==> config.mk <==
export PLATFORM = sky130hd
export DESIGN_NAME = mc_controller
export DESIGN_NICKNAME = d
export VERILOG_FILES = /design/src/rtl/ctrl_pkg.sv /design/src/rtl/mem_wait_timer.sv /design/src/rtl/mc_controller.sv
export SDC_FILE = /design/constraint.sdc
export NUM_CORES = 1
export LEC_CHECK = 0
export CELL_PAD_IN_SITES_DETAIL_PLACEMENT = 1
export CELL_PAD_IN_SITES_GLOBAL_PLACEMENT = 1
export CORE_MARGIN = 1
export CORE_UTILIZATION = 25
export DETAILED_ROUTE_END_ITERATION = 7
export PLACE_DENSITY = 0.54
export SETUP_SLACK_MARGIN = 0.5
export SLEW_MARGIN = 20
export SYNTH_ARGS = -nofsm -noshare
export SYNTH_HDL_FRONTEND = slang
export SYNTH_SLANG_ARGS = --single-unit
==> constraint.sdc <==
create_clock -name clk -period 2.6 [get_ports clk]
set_clock_uncertainty 0.2 [all_clocks]
set_input_delay 0.78 -clock clk [delete_from_list [all_inputs] [get_ports clk]]
set_output_delay 0.78 -clock clk [all_outputs]
set_load 0.02 [all_outputs]
==> src/rtl/ctrl_pkg.sv <==
// Shared encodings for the multi-cycle controller: opcodes, FSM states and
// the datapath mux-select enums.
package ctrl_pkg;

  localparam logic [6:0] OP_R      = 7'b0110011;
  localparam logic [6:0] OP_I      = 7'b0010011;
  localparam logic [6:0] OP_LOAD   = 7'b0000011;
  localparam logic [6:0] OP_STORE  = 7'b0100011;
  localparam logic [6:0] OP_BRANCH = 7'b1100011;
  localparam logic [6:0] OP_JAL    = 7'b1101111;
  localparam logic [6:0] OP_JALR   = 7'b1100111;
  localparam logic [6:0] OP_LUI    = 7'b0110111;
  localparam logic [6:0] OP_HALT   = 7'b1111111;

  typedef enum logic [4:0] {
    S_BOOT, S_FETCH, S_DECODE, S_EX_R, S_EX_I, S_MEM_ADDR, S_MEM_RD,
    S_MEM_WB, S_MEM_WR, S_ALU_WB, S_BRANCH, S_JAL, S_JALR_CALC, S_JALR,
    S_LUI, S_HALT, S_TRAP
  } state_t;

  typedef enum logic [1:0] {SRCA_PC = 2'b00, SRCA_RS1 = 2'b01, SRCA_OLDPC = 2'b10} alu_src_a_t;
  typedef enum logic [1:0] {SRCB_RS2 = 2'b00, SRCB_FOUR = 2'b01, SRCB_IMM = 2'b10} alu_src_b_t;
  typedef enum logic [1:0] {ALU_ADD = 2'b00, ALU_BRANCH = 2'b01, ALU_FUNCT = 2'b10} alu_op_t;
  typedef enum logic [1:0] {PC_ALU = 2'b00, PC_ALUOUT = 2'b01, PC_ALUOUT_ALIGN = 2'b10} pc_src_t;
  typedef enum logic [1:0] {RW_ALUOUT = 2'b00, RW_MDR = 2'b01, RW_LINK = 2'b10, RW_IMM = 2'b11} rw_sel_t;

  // States whose exit back to FETCH retires an instruction.
  function automatic logic retires(state_t s);
    return (s == S_ALU_WB) || (s == S_MEM_WB) || (s == S_MEM_WR) ||
           (s == S_BRANCH) || (s == S_JAL) || (s == S_JALR) || (s == S_LUI);
  endfunction

endpackage

==> src/rtl/mem_wait_timer.sv <==
// Counts consecutive stalled memory cycles; flags the MAX_WAIT-th one.
// A ready in that same cycle suppresses the timeout.
module mem_wait_timer #(
  parameter int MAX_WAIT = 15
) (
  input  logic clk,
  input  logic rst_n,
  input  logic req,
  input  logic ready,
  output logic timeout
);
  localparam int CW = (MAX_WAIT > 1) ? $clog2(MAX_WAIT) : 1;

  logic [CW-1:0] r_cnt;
  logic          w_stall;

  assign w_stall = req & ~ready;
  assign timeout = w_stall && (r_cnt == CW'(MAX_WAIT - 1));

  // Stall counter: grows while stalled, clears on completion or idle.
  always_ff @(posedge clk or negedge rst_n) begin
    if (!rst_n)                   r_cnt <= '0;
    else if (w_stall && !timeout) r_cnt <= r_cnt + CW'(1);
    else                          r_cnt <= '0;
  end

endmodule

==> src/rtl/mc_controller.sv <==
// Multi-cycle RISC-V main control FSM with Moore outputs, memory stall
// timeout, sticky stop flags and a retired-instruction counter.
module mc_controller
  import ctrl_pkg::*;
#(
  parameter int CNT_W    = 32,
  parameter int MAX_WAIT = 15
) (
  input  logic             clk,
  input  logic             rst_n,
  input  logic [6:0]       opcode,
  input  logic             mem_ready,
  output logic             mem_req,
  output logic             mem_we,
  output logic             i_or_d,
  output logic             ir_write,
  output logic             pc_write,
  output logic             pc_write_cond,
  output logic             reg_write,
  output logic [1:0]       alu_src_a,
  output logic [1:0]       alu_src_b,
  output logic [1:0]       alu_op,
  output logic [1:0]       pc_src,
  output logic [1:0]       rw_sel,
  output logic             halted,
  output logic             illegal,
  output logic             bus_err,
  output logic [CNT_W-1:0] instret
);
  state_t           r_state, w_next;
  logic             w_timeout;
  logic [CNT_W-1:0] r_instret;
  logic             r_halted, r_illegal, r_bus_err;

  mem_wait_timer #(.MAX_WAIT(MAX_WAIT)) u_timer (
    .clk    (clk),
    .rst_n  (rst_n),
    .req    (mem_req),
    .ready  (mem_ready),
    .timeout(w_timeout)
  );

  // State register.
  always_ff @(posedge clk or negedge rst_n) begin
    if (!rst_n) r_state <= S_BOOT;
    else        r_state <= w_next;
  end

  // Next-state logic; a stall timeout overrides any memory state.
  always_comb begin
    w_next = r_state;
    case (r_state)
      S_BOOT:      w_next = S_FETCH;
      S_FETCH:     if (mem_ready) w_next = S_DECODE;
      S_DECODE: begin
        case (opcode)
          OP_R:              w_next = S_EX_R;
          OP_I:              w_next = S_EX_I;
          OP_LOAD, OP_STORE: w_next = S_MEM_ADDR;
          OP_BRANCH:         w_next = S_BRANCH;
          OP_JAL:            w_next = S_JAL;
          OP_JALR:           w_next = S_JALR_CALC;
          OP_LUI:            w_next = S_LUI;
          OP_HALT:           w_next = S_HALT;
          default:           w_next = S_TRAP;
        endcase
      end
      S_EX_R, S_EX_I: w_next = S_ALU_WB;
      S_MEM_ADDR:  w_next = (opcode == OP_STORE) ? S_MEM_WR : S_MEM_RD;
      S_MEM_RD:    if (mem_ready) w_next = S_MEM_WB;
      S_MEM_WR:    if (mem_ready) w_next = S_FETCH;
      S_JALR_CALC: w_next = S_JALR;
      S_ALU_WB, S_MEM_WB, S_BRANCH, S_JAL, S_JALR, S_LUI: w_next = S_FETCH;
      S_HALT:      w_next = S_HALT;
      S_TRAP:      w_next = S_TRAP;
      default:     w_next = S_TRAP;
    endcase
    if (w_timeout) w_next = S_TRAP;
  end

  // Moore output decode; FETCH enables follow mem_ready so IR/PC load on completion.
  always_comb begin
    mem_req       = 1'b0;
    mem_we        = 1'b0;
    i_or_d        = 1'b0;
    ir_write      = 1'b0;
    pc_write      = 1'b0;
    pc_write_cond = 1'b0;
    reg_write     = 1'b0;
    alu_src_a     = SRCA_PC;
    alu_src_b     = SRCB_RS2;
    alu_op        = ALU_ADD;
    pc_src        = PC_ALU;
    rw_sel        = RW_ALUOUT;
    case (r_state)
      S_FETCH: begin
        mem_req   = 1'b1;
        ir_write  = mem_ready;
        pc_write  = mem_ready;
        alu_src_b = SRCB_FOUR;
      end
      S_DECODE: begin
        alu_src_a = SRCA_OLDPC;
        alu_src_b = SRCB_IMM;
      end
      S_EX_R: begin
        alu_src_a = SRCA_RS1;
        alu_op    = ALU_FUNCT;
      end
      S_EX_I: begin
        alu_src_a = SRCA_RS1;
        alu_src_b = SRCB_IMM;
        alu_op    = ALU_FUNCT;
      end
      S_MEM_ADDR, S_JALR_CALC: begin
        alu_src_a = SRCA_RS1;
        alu_src_b = SRCB_IMM;
      end
      S_MEM_RD: begin
        mem_req = 1'b1;
        i_or_d  = 1'b1;
      end
      S_MEM_WR: begin
        mem_req = 1'b1;
        mem_we  = 1'b1;
        i_or_d  = 1'b1;
      end
      S_ALU_WB: reg_write = 1'b1;
      S_MEM_WB: begin
        reg_write = 1'b1;
        rw_sel    = RW_MDR;
      end
      S_BRANCH: begin
        alu_src_a     = SRCA_RS1;
        alu_op        = ALU_BRANCH;
        pc_write_cond = 1'b1;
        pc_src        = PC_ALUOUT;
      end
      S_JAL: begin
        pc_write  = 1'b1;
        pc_src    = PC_ALUOUT;
        reg_write = 1'b1;
        rw_sel    = RW_LINK;
      end
      S_JALR: begin
        pc_write  = 1'b1;
        pc_src    = PC_ALUOUT_ALIGN;
        reg_write = 1'b1;
        rw_sel    = RW_LINK;
      end
      S_LUI: begin
        reg_write = 1'b1;
        rw_sel    = RW_IMM;
      end
      default: ;
    endcase
  end

  // Retire counter and sticky stop-cause flags.
  always_ff @(posedge clk or negedge rst_n) begin
    if (!rst_n) begin
      r_instret <= '0;
      r_halted  <= 1'b0;
      r_illegal <= 1'b0;
      r_bus_err <= 1'b0;
    end else begin
      if (w_next == S_FETCH && retires(r_state)) r_instret <= r_instret + CNT_W'(1);
      if (w_next == S_HALT) r_halted <= 1'b1;
      if (r_state == S_DECODE && w_next == S_TRAP) r_illegal <= 1'b1;
      if (w_timeout) r_bus_err <= 1'b1;
    end
  end

  assign instret = r_instret;
  assign halted  = r_halted;
  assign illegal = r_illegal;
  assign bus_err = r_bus_err;

endmodule

# --- After elaboration in Yosys (flattened, before gate mapping) ---
# Index checks and enable logic that the tools add are counted.
classes:
  n_bitwise: 2
  n_reduce_logical: 22
  addsub: 2
  eq_ne: 28
  mux: 20
op_table:
  columns: ["cell", "n"]
  rows:
  - ["equality test 5 x 4 -> 1 bit (second input constant)", 9]
  - ["one-hot mux 5 bit (9 select lines)", 1]
  - ["one-hot mux 5 bit (8 select lines)", 1]
  - ["adder 32 x 1 -> 32 bit (second input constant)", 1]
  - ["equality test 7 bit (second input constant)", 4]
  - ["equality test 7 x 6 -> 1 bit (second input constant)", 3]
  - ["equality test 5 x 3 -> 1 bit (second input constant)", 4]
  - ["two-way mux 5 bit", 4]
  - ["one-hot mux 2 bit (2 select lines)", 4]
  - ["equality test 5 x 1 -> 1 bit (second input constant)", 2]
  - ["equality test 5 x 2 -> 1 bit (second input constant)", 2]
  - ["OR reduction 2 bit", 5]
  - ["OR reduction 5 bit", 2]
  - ["two-way mux 4 bit", 2]
  - ["equality test 7 x 2 -> 1 bit (second input constant)", 1]
  - ["equality test 7 x 5 -> 1 bit (second input constant)", 1]
  - ["OR reduction 7 bit", 1]
  - ["logical OR 1 bit", 6]
  - ["two-way mux 1 bit", 6]
  - ["one-hot mux 2 bit (3 select lines)", 1]
  - ["equality test 5 bit (second input constant)", 1]
  - ["zero test 5 bit", 1]
  - ["adder 4 x 1 -> 4 bit (second input constant)", 1]
  - ["equality test 4 bit (second input constant)", 1]
  - ["7 further kinds", 10]
totals:
  regBits: 44
  elab_cells: 80

# --- Longest topological paths before layout ---
depth:
  depth_word: 8
  mapped_depth: 7

# --- Modules after synthesis ---
# A second synthesis with hierarchy kept.
hier_totals:
  cells_unflattened: 296
  area_unflattened_um2: 2713.9
modules_own_cells:
  columns: ["mod", "seq_area_each_um2", "cells_each", "area_per_inst_um2", "instances"]
  rows:
  - ["mc_controller", 1001.0, 279, 2527.4, 1]
  - ["mem_wait_timer", 100.1, 17, 186.4, 1]

# --- Worst setup path after synthesis ---
# OpenSTA, ideal clock, no wires.
synth_path:
  path_type: "flip-flop to output port"
  startpoint: "register r_state[3]"
  endpoint: "output port alu_src_a[0]"
  setup_slack_ps: -596
  arrival_time_ps: 2216
  stages_incl_launch_ff: 7
  required_ps: 1620
  cell_sequence: "dfrtp_1 > buf_6 > buf_2 > clkbuf_1 > nor2_1 > o21a_1 > a2111oi_0"
synth_via:
  elab_chain_cells: 3
  elab_cells_between_ends: 8
  cone_classes: "6 x eq/ne; 1 x mux; 1 x reduce/logical"
synth_rtl:
  columns: ["element", "line_no", "text"]
  rows:
  - ["start, declared", "mc_controller.sv:30", "state_t r_state, w_next;"]
  - ["start signal, assigned", "mc_controller.sv:46", "else r_state <= w_next;"]
  - ["equality test 5 x 4 -> 1 bit, or another cell as far along", "mc_controller.sv:95", "case (r_state)"]
  - ["OR reduction 5 bit (no line)", null, null]
  - ["one-hot mux 2 bit (2 select lines) (*)", "mc_controller.sv:95", null]
  - ["end, declared", "mc_controller.sv:20", "output logic [1:0] alu_src_a,"]
# Mark *: on every way between the ends. The rest lies on a longest branch, timed or not.

# --- Worst setup path after layout ---
layout_path:
  startpoint: "register r_state[1]"
  endpoint: "output port rw_sel[0]"
layout_via:
  elab_chain_cells: 3
  elab_cells_between_ends: 6
  cone_classes: "4 x eq/ne; 1 x mux; 1 x reduce/logical"
layout_rtl:
  columns: ["element", "line_no", "text"]
  rows:
  - ["equality test 5 x 4 -> 1 bit", "mc_controller.sv:95", null]
  - ["OR reduction 2 bit (no line)", null, null]
  - ["one-hot mux 2 bit (3 select lines) (*)", "mc_controller.sv:95", null]
  - ["end, declared", "mc_controller.sv:24", "output logic [1:0] rw_sel,"]
# Marks and branches as above.

==> results.yml <==
placed_design:
  dp_hpwl_um: 6898
  numPortBuffers: 61
  dpl-instance-area_um2: 4573
  dp_cells: 558
  place_ws_ns: -0.7070
  gp_congestion: 0.7807
timing:
  maxSlewHeadroom_pct: 65.03
  whs_ns: 0.2619
  worstMarginPinSlew_ns: 0.5246
  finalSetupViolations: 3
  setup-tns-final_ns: -0.07583
  drv_slew: 0
  fmax_ghz: 0.3792
  period_share_pct: 101.4
  postLayoutSetupSlackWorst_ns: -0.03740
  fin_crit_ns: 2.637
  rsz0062_at_grt: "yes"
  hold_violations: 0
clock_network:
  clock_latency_ns: 0.28
  cts_tree: "yes"
  holdBufCountCts: 0
  path_clk_slew_ns: 0.06
  cts_buffer_depth: 2
  numClockSinks: 44
  h-tree-depth: 2
  cts_buffers: 5
  cts-root-buf: "clkbuf_16"
logic_synthesis:
  syn_nets: 318
  synth-edff-count: 0
  ys_types: 64
  synthArstFlopShare_pct: 100.0
  seq_area_frac_synth_pct: 36.71
  yosys_warnings: 0
  synth_top_flop_cell: "dfrtp_1"
  syn-cell-area_um2: 2999
  syn-instance-count: 305
  syn_area_per_cell_um2: 9.833
  synth_seq_cells: 44
floorplanning:
  rows: 39
  pin_count: 62
  die_w_um: 111.5
  die_y_um: 111.5
  core_um2: 11560
  start_util_pct: 25.93
  die_area_um2: 12440
global_routing:
  antenna_found_initial: 0
  grt_use_total_pct: 17.51
  grt_pass1_wl_um: 17430
  globalRoute.totalOverflow: 0
  grt_max_degree: 26
  grt_pass1_vias: 3267
pwr:
  leakagePower_nw: 2.910
  max-vdd-ir-drop_mv: 0.3006
  p_per_area_nw_per_um2: 244.9
  p_total_mw: 1.376
layout:
  syn_to_final_growth_pct: 87.36
  final_core_util_pct: 48.59
  multi_input_area_um2: 2385
  final_cell_mix: "buf_4, buf_6, dfrtp_1"
  design_area_um2: 5619
  final_nets: 478
  final_cells: 608
  regArea_um2: 1106
  num_antenna_cells: 0
  drive_gt1_share_pct: 52.26
  nFillCells: 1232
  final_common_cell: "buf_4"
worst_setup_path:
  path_cells: "buf_12, buf_12, buf_8, nor2b_4, buf_6, and3_4, buf_6"
  cp_max_fo: 7
  crit_type: "flip-flop to output pin"
  cpMaxStageDelayCell: "dfrtp_2"
  required_ns: 1.62
  start_kind: "flip-flop"
  cp-end-kind: "output pin"
  slowest_delay_ns: 0.45
  crit_arrival_ns: 1.66
detailed_routing:
  drt_wl_total_um: 10730
  met2WireLength_um: 5596
  via_per_inst: 4.938
  dr.pass1.iters: 6
  drt_first_iter_violations: 74
  top_layer: "met4"
  via_count: 3002
  drc_errors: 4
  ant_nets: 0
  wl_per_cell_um: 17.65
  met1_length_um: 4858
  met3RoutedLength_um: 187
hold_path:
  worstHoldPathType: "flip-flop to flip-flop"
status:
  violations: "design-rule violations, negative setup slack"
  outcome: "complete, but fails checks"
flow_run:
  max_cap_violations: 0
-- cell usage after synthesis, types with 3 or more instances --
cell      count  area share (%)
a21oi_1       9             1.5
buf_1         3            0.38
nand4_1      11             2.3
nand2b_1      4            0.83
nor4_2       12             5.0
xnor2_1      13             3.8
inv_1         7            0.88
buf_4         3            0.75
nor2b_1      10             2.1
nor2_1       24             3.0
and2_1        4            0.83
dfrtp_1      44              37
buf_2         6             1.0
nand2_1      16             2.0
nor3_1        7             1.2
clkbuf_1      3            0.38
and3_1       10             2.1
nand3_1      17             2.8
nor4b_2       5             2.5
buf_6         6             2.3
ha_1          3             1.3
o21ai_0      13             2.2
and4_1        5             1.5
xor2_1       24             7.0
-- report_power, final --
part | switching (mW) | internal, mW
clock network | 0.261 | 0.350
registers | 0 | 0.684
logic | 0.0466 | 0.0346
-- flip-flops by register name, indices dropped and copies added (netlist names) --
register       count
halted             1
illegal            1
r_state            5
instret           32
u_timer.r_cnt      4
bus_err            1
-- logic make-up after synthesis --
family / after synthesis / share of synthesized area, %
buf+inv: 29 / 5.799
mux: 2 / 0.7092
simple gates: 143 / 31.91
compound gates: 47 / 12.81
flops: 44 / 36.71
xor+xnor: 37 / 10.81
fa+ha+maj: 3 / 1.252
-- critical path, delay by kind of cell (launching register included) --
family | cells | cell delay, ns
buffers and inverters | 5 | 0.62
and+or+nand+nor | 2 | 0.30
DFF | 1 | 0.45
-- area by class of cell --
type	count	area share, %
inverter	7	0.5567
tap	143	3.184
sequential	44	19.68
multi-input combinational	232	42.44
clock buffer	6	2.293
clock inverter	1	0.08907
timing repair buffer	175	31.75
-- timing repair --
action	in CTS	in global routing
setup buffers	30	8
gates cloned	4	1
endpoints found under the hold margin	0	0
pin swaps	41	35
gates resized for setup	233	50
setup endpoints to repair	96	61
-- worst paths after layout --
path	endpoint	slack (ns)	cells after the start	startpoint
worst max register to register	instret[26]	0.08	12	r_state[1]
max in group asynchronous	r_state[3]	1.39	2	rst_n
worst min-delay path	instret[31]	0.26	1	instret[31]
min in group asynchronous	instret[4]	0.27	1	rst_n
worst max-delay path	rw_sel[0]	-0.04	7	r_state[1]
worst min register to register	instret[31]	0.26	1	instret[31]
-- per-layer routing --
layer,vias up,GRT usage (%)
li1,1423,-
met5,-,0
met2,43,31.79
met1,1529,22.68
met4,0,2.523
met3,7,2.069
No activity file was read; power rests on OpenSTA's default activity.
